## config.mk

```make
export PLATFORM = sky130hd
export DESIGN_NAME = keypad_scan
export DESIGN_NICKNAME = d
export VERILOG_FILES = /design/src/rtl/keypad_scan_pkg.sv /design/src/rtl/kypd_sync.sv /design/src/rtl/keypad_scan.sv
export SDC_FILE = /design/constraint.sdc
export NUM_CORES = 1
export LEC_CHECK = 0
export CAP_MARGIN = 40
export CORE_UTILIZATION = 58
export CTS_CLUSTER_SIZE = 10
export DETAILED_ROUTE_END_ITERATION = 8
export PLACE_DENSITY = 0.75
export SYNTH_ARGS = -nofsm -noshare
export SYNTH_HDL_FRONTEND = slang
export SYNTH_SLANG_ARGS = --single-unit
```

## constraint.sdc

```tcl
create_clock -name clk -period 3.84 [get_ports clk]
set_clock_uncertainty 0.05 [all_clocks]
set_input_delay 0.384 -clock clk [delete_from_list [all_inputs] [get_ports clk]]
set_output_delay 0.384 -clock clk [all_outputs]
set_load 0.01 [all_outputs]
```

## src/rtl/keypad_scan_pkg.sv

```systemverilog
// Shared types and constants for the 4x4 matrix keypad scanner.
// The key map is indexed by {row, col}, so entry r*4+c is the legend at row r, column c.
package keypad_scan_pkg;

  typedef enum logic [1:0] {
    IDLE,
    CONFIRM,
    PRESSED,
    RELEASING
  } state_t;

  localparam logic [3:0] COL_RESET = 4'b1110;
  localparam logic [3:0] ROWS_IDLE = 4'b1111;

  // Rows listed from r3 down to r0 so that index 0 is the '1' key.
  localparam logic [15:0][3:0] KEY_MAP = {
    4'hD, 4'hE, 4'hF, 4'h0,
    4'hC, 4'h9, 4'h8, 4'h7,
    4'hB, 4'h6, 4'h5, 4'h4,
    4'hA, 4'h3, 4'h2, 4'h1
  };

  // Lowest-numbered row that is pulled low; only meaningful when some row is low.
  function automatic logic [1:0] first_low(input logic [3:0] r);
    logic [1:0] idx;
    idx = 2'd3;
    if (!r[0])      idx = 2'd0;
    else if (!r[1]) idx = 2'd1;
    else if (!r[2]) idx = 2'd2;
    return idx;
  endfunction

endpackage

```

## src/rtl/kypd_sync.sv

```systemverilog
// Two-flop synchronizer for the asynchronous keypad row lines.
// Resets to "no row pulled low" so nothing looks pressed straight out of reset.
module kypd_sync
  import keypad_scan_pkg::*;
(
  input  logic       clk,
  input  logic       rst,
  input  logic [3:0] row,
  output logic [3:0] sync_row
);

  logic [3:0] meta_reg;
  logic [3:0] sync_reg;

  always_ff @(posedge clk or posedge rst) begin
    if (rst) begin
      meta_reg <= ROWS_IDLE;
      sync_reg <= ROWS_IDLE;
    end else begin
      meta_reg <= row;
      sync_reg <= meta_reg;
    end
  end

  assign sync_row = sync_reg;

endmodule

```

## src/rtl/keypad_scan.sv

```systemverilog
// Column-scanning 4x4 keypad reader: drives one column low at a time, samples the rows
// at the end of each dwell, and debounces whole scans into a key code plus press strobe.
module keypad_scan
  import keypad_scan_pkg::*;
#(
  parameter int SCAN_TICKS     = 100000,
  parameter int DEBOUNCE_SCANS = 4
) (
  input  logic       clk,
  input  logic       rst,
  input  logic [3:0] row,
  output logic [3:0] col,
  output logic [3:0] key_code,
  output logic       key_valid,
  output logic       key_down
);

  localparam int TICK_W = $clog2(SCAN_TICKS);
  localparam int CNT_W  = $clog2(DEBOUNCE_SCANS + 1);

  logic [3:0]        sync_row;
  logic [TICK_W-1:0] tick_reg;
  logic [1:0]        col_idx_reg;
  logic              cand_found_reg;
  logic [3:0]        cand_val_reg;

  state_t            state_reg, state_next;
  logic [CNT_W-1:0]  cnt_reg, cnt_next;
  logic [3:0]        cand_key_reg, cand_key_next;
  logic [3:0]        key_code_reg, key_code_next;
  logic              key_valid_reg, key_valid_next;
  logic              key_down_reg, key_down_next;

  logic              sample;
  logic              scan_end;
  logic              row_hit;
  logic [3:0]        row_key;
  logic              scan_found;
  logic [3:0]        scan_key;

  kypd_sync u_sync (
    .clk      (clk),
    .rst      (rst),
    .row      (row),
    .sync_row (sync_row)
  );

  assign sample   = (tick_reg == TICK_W'(SCAN_TICKS - 1));
  assign scan_end = sample && (col_idx_reg == 2'd3);
  assign row_hit  = sample && (sync_row != ROWS_IDLE);
  assign row_key  = KEY_MAP[{first_low(sync_row), col_idx_reg}];

  // Earlier columns win, so a stored candidate always beats the column sampled now.
  assign scan_found = cand_found_reg || row_hit;
  assign scan_key   = cand_found_reg ? cand_val_reg : row_key;

  always_comb begin
    col = COL_RESET;
    case (col_idx_reg)
      2'd1:    col = 4'b1101;
      2'd2:    col = 4'b1011;
      2'd3:    col = 4'b0111;
      default: col = COL_RESET;
    endcase
  end

  always_ff @(posedge clk or posedge rst) begin
    if (rst) begin
      tick_reg       <= '0;
      col_idx_reg    <= 2'd0;
      cand_found_reg <= 1'b0;
      cand_val_reg   <= 4'h0;
    end else begin
      if (sample) begin
        tick_reg    <= '0;
        col_idx_reg <= col_idx_reg + 2'd1;
      end else begin
        tick_reg <= tick_reg + 1'b1;
      end
      if (scan_end) begin
        cand_found_reg <= 1'b0;
        cand_val_reg   <= 4'h0;
      end else if (row_hit && !cand_found_reg) begin
        cand_found_reg <= 1'b1;
        cand_val_reg   <= row_key;
      end
    end
  end

  always_ff @(posedge clk or posedge rst) begin
    if (rst) begin
      state_reg     <= IDLE;
      cnt_reg       <= '0;
      cand_key_reg  <= 4'h0;
      key_code_reg  <= 4'h0;
      key_valid_reg <= 1'b0;
      key_down_reg  <= 1'b0;
    end else begin
      state_reg     <= state_next;
      cnt_reg       <= cnt_next;
      cand_key_reg  <= cand_key_next;
      key_code_reg  <= key_code_next;
      key_valid_reg <= key_valid_next;
      key_down_reg  <= key_down_next;
    end
  end

  // Evaluated only once per completed four-column scan.
  always_comb begin
    state_next     = state_reg;
    cnt_next       = cnt_reg;
    cand_key_next  = cand_key_reg;
    key_code_next  = key_code_reg;
    key_valid_next = 1'b0;
    key_down_next  = key_down_reg;
    if (scan_end) begin
      case (state_reg)
        IDLE: begin
          if (scan_found) begin
            if (DEBOUNCE_SCANS == 1) begin
              state_next     = PRESSED;
              key_code_next  = scan_key;
              key_valid_next = 1'b1;
              key_down_next  = 1'b1;
              cnt_next       = '0;
            end else begin
              state_next    = CONFIRM;
              cand_key_next = scan_key;
              cnt_next      = CNT_W'(1);
            end
          end
        end
        CONFIRM: begin
          if (!scan_found) begin
            state_next = IDLE;
            cnt_next   = '0;
          end else if (scan_key == cand_key_reg) begin
            if (int'(cnt_reg) + 1 >= DEBOUNCE_SCANS) begin
              state_next     = PRESSED;
              key_code_next  = cand_key_reg;
              key_valid_next = 1'b1;
              key_down_next  = 1'b1;
              cnt_next       = '0;
            end else begin
              cnt_next = cnt_reg + 1'b1;
            end
          end else begin
            cand_key_next = scan_key;
            cnt_next      = CNT_W'(1);
          end
        end
        PRESSED: begin
          if (!(scan_found && scan_key == key_code_reg)) begin
            if (DEBOUNCE_SCANS == 1) begin
              state_next    = IDLE;
              key_down_next = 1'b0;
              cnt_next      = '0;
            end else begin
              state_next = RELEASING;
              cnt_next   = CNT_W'(1);
            end
          end
        end
        RELEASING: begin
          if (scan_found && scan_key == key_code_reg) begin
            state_next = PRESSED;
            cnt_next   = '0;
          end else if (int'(cnt_reg) + 1 >= DEBOUNCE_SCANS) begin
            state_next    = IDLE;
            key_down_next = 1'b0;
            cnt_next      = '0;
          end else begin
            cnt_next = cnt_reg + 1'b1;
          end
        end
        default: state_next = IDLE;
      endcase
    end
  end

  assign key_code  = key_code_reg;
  assign key_valid = key_valid_reg;
  assign key_down  = key_down_reg;

endmodule
```

==> results by group <==
Logic synthesis
  • Distinct cell type count after synthesis: 54
  • Top-area cell type share of the netlist area: 0.395
  • Most common cell in the synthesized netlist: dfrtp_1
  • Area contributors post-synth: dfrtp_1 39%, dfstp_2 8.5%, xor2_1 5.0%, ha_1 4.0%, nand2_1 2.9%
  • Synthesized instance count: 232
  • Dominant synthesized flop cell: dfrtp_1
  • Synthesized cell area: 2470 um2
  • Ys async rst share: 1.00
  • Area leader, netlist: dfrtp_1
  • Yosys warns: 0
  • Post-synthesis sequential element count: 47
  • Post-synth top cells: 39 x dfrtp_1, 19 x nand2_1, 19 x nor2_1
  • Synth Area per Inst: 10.7 um2
  • EDFF count, synth: 0
  • Syn_nets: 246
  • Sequential cell area fraction in the yosys report: 0.480

Cells and area
  • Fill cells: 315
  • # diodes: 0
  • Register Area: 1190 um2
  • Area growth from synthesis to final layout: 11.8%
  • Share of layout cells above drive strength 1: 0.127
  • Area of the multi-input gates: 1190 um2
  • Final design utilization: 0.682
  • Max FFs per register: 17
  • Nets: 264

Floorplanning
  • Die Y: 67.3 um
  • Initial core utilization: 0.610
  • Die width: 67.3 um
  • Die area: 4530 um2
  • Core Box Area: 4060 um2
  • I/O pin total: 16
  • Row cnt: 23

Setup path
  • Crit-path max FO: 8
  • Reg-to-Reg Start: col_idx_reg[0]$_DFFE_PP0N_
  • Crit start category: flip-flop
  • CP Class: reg2reg
  • Critical path origin: col_idx_reg[0]$_DFFE_PP0N_
  • Crit path required time: 3980 ps
  • Crit end category: flip-flop
  • Crit path arrival time: 3000 ps

Power and ir drop
  • P per Cell Area: 305 nW/um2
  • Worst VDD drop: 0.184 mV
  • Net Sw Power: 0.181 mW
  • Clk pwr share: 0.358
  • Leak pwr: 1.24 nW
  • Logic pwr share: 0.043
  • Pint: 0.663 mW
  • Reg power frac: 0.600
  • Sw Share: 0.215

Clock tree
  • Setup bufs post-CTS: 0
  • Post-CTS Hold Buffers: 0
  • CTS Buf Count: 5
  • Post-CTS Resized: 0
  • CTS Buffer Depth: 2
  • H-tree levels: 2
  • Clock Latency Late Sink: 300 ps
  • Clock Pin Slew Worst Setup and Hold Paths: 80 ps
  • CTS tree: done
  • Num Clock Sinks: 47
  • Root buffer cell: clkbuf_8

STA
  • Slew headroom: 0.547
  • Setup tns final: 0 ps
  • Worst Tran Pin Value: 675 ps
  • Final Hold Fails: 0
  • RSZ-0062 raised after global routing: no
  • Peak Freq: 350 MHz
  • Slew Viols, Final: 0
  • Setup-failing EPs final: 0
  • Tcrit/Tclk final: 0.745
  • Min Tclk post-route: 2860 ps

Detailed routing
  • DRT antenna net count: 0
  • DRC: 0
  • Final wirelength: 4.38 mm
  • Vias/cell: 5.71
  • DR WL/cell: 14.5 um
  • Number of DRC markers in iteration 0: 110
  • DR pass1 iterations: 4
  • Vias: 1719

Global route
  • First-pass GRT wire length: 7.62 mm
  • Initial antenna violation count: 0
  • Congestion Overflow GR: 0
  • Number of global-route vias before repair: 1634
  • Total track usage: 0.229
  • Largest net degree at the start of global routing: 35

Flow run
  • Max-cap violations: 0

Status
  • Outcome: complete, no violations

Place
  • Port buffer count: 15
  • Post-DP HPWL: 3.19 mm
  • GPL Wtd Cong: 0.790

Hold path
  • Hold crit path type: in2async
## path summary, 6_finish.rpt
| check | cells after the start | slack [ps] | to |
|---|---|---|---|
| min in group clk | 0 | 300 | u_sync.sync_row[1]$_DFF_PP1_ |
| max in group asynchronous | 3 | 2910 | u_sync.sync_row[2]$_DFF_PP1_ |
| min | 2 | 290 | tick_reg[10]$_DFF_PP0_ |
| max | 9 | 980 | cand_key_reg[1]$_DFFE_PP0P_ |
| min reg2reg | 0 | 300 | u_sync.sync_row[1]$_DFF_PP1_ |
| max reg2reg | 9 | 980 | cand_key_reg[1]$_DFFE_PP0P_ |
## cell usage in the layout, fill, tap and decap left out, types with 2 or more instances in the layout
cell type	count
nor2b_1	2
a22oi_1	3
nor4_1	2
clkdlybuf4s50_1	15
nand4_1	4
a32oi_1	2
o21ai_0	7
or4b_1	2
o22ai_1	3
nor3_1	3
mux2_2	3
o211ai_2	2
nand2_1	19
mux2i_1	5
o2bb2ai_1	3
xor2_1	14
nand2b_1	3
mux2_4	4
and4_1	2
a21o_1	2
or3_1	3
o31ai_1	2
and3_1	4
nor2_1	19
dfrtp_1	39
nand3_1	10
a21oi_1	3
ha_1	8
clkbuf_8	6
dfstp_2	8
inv_1	16
xnor2_1	8
and2_1	2
## layer usage
metal | share of wire | vias up | GRT usage | wire length, um
met5 | 0 | - | 0 | 0
met4 | 0.015 | 0 | 0.104 | 65
met3 | 0.025 | 6 | 0.0422 | 108
met2 | 0.46 | 22 | 0.355 | 2010
met1 | 0.50 | 833 | 0.312 | 2200
li1 | - | 858 | - | -
## logic make-up after synthesis
kind of cell | count (synthesis) | share of synthesized area
compound gates | 38 | 0.121
flops | 47 | 0.480
buf+inv | 22 | 0.0384
xor+xnor | 23 | 0.0870
simple gates | 81 | 0.171
fa+ha+maj | 8 | 0.0405
mux | 13 | 0.0627
## power groups by stage
stage	registers (mW)	clock network, mW	logic (mW)
finish	0.506	0.302	0.0359
global placement	0.515	0	0.0337
global route	0.507	0.327	0.0406
floorplan	0.513	0	0.0251
CTS	0.506	0.310	0.0369
detailed placement	0.515	0	0.0367
## critical path, stage by stage (launching register included)
cell and delay (ps):
dfrtp_1 430, inv_1 220, ha_1 300, mux2_1 320, o211ai_2 240, o21ai_2 100, and2_1 170, o2111a_2 340
a21oi_4 230, mux2_2 360
## area by class of cell
type / count / share of cell area
multi-input cells: 163 / 0.431
flip-flops and latches: 47 / 0.429
repair buffers: 16 / 0.0615
clock buffers: 7 / 0.0312
inverters: 17 / 0.0231
well taps: 50 / 0.0226
clock inverters: 1 / 0.00181
## per-stage QoR
stage	hold WS (ps)	instances	power, mW	setup WS, ps	instance area, um2
finish	286	301	0.844	979	2770
global route	301	301	0.874	850	2770
CTS	290	301	0.853	977	2770
detailed placement	297	293	0.552	971	2680
global placement	296	292	0.549	1060	2660
floorplan	295	232	0.539	1180	2470
Power figures use the tool's default switching activity.
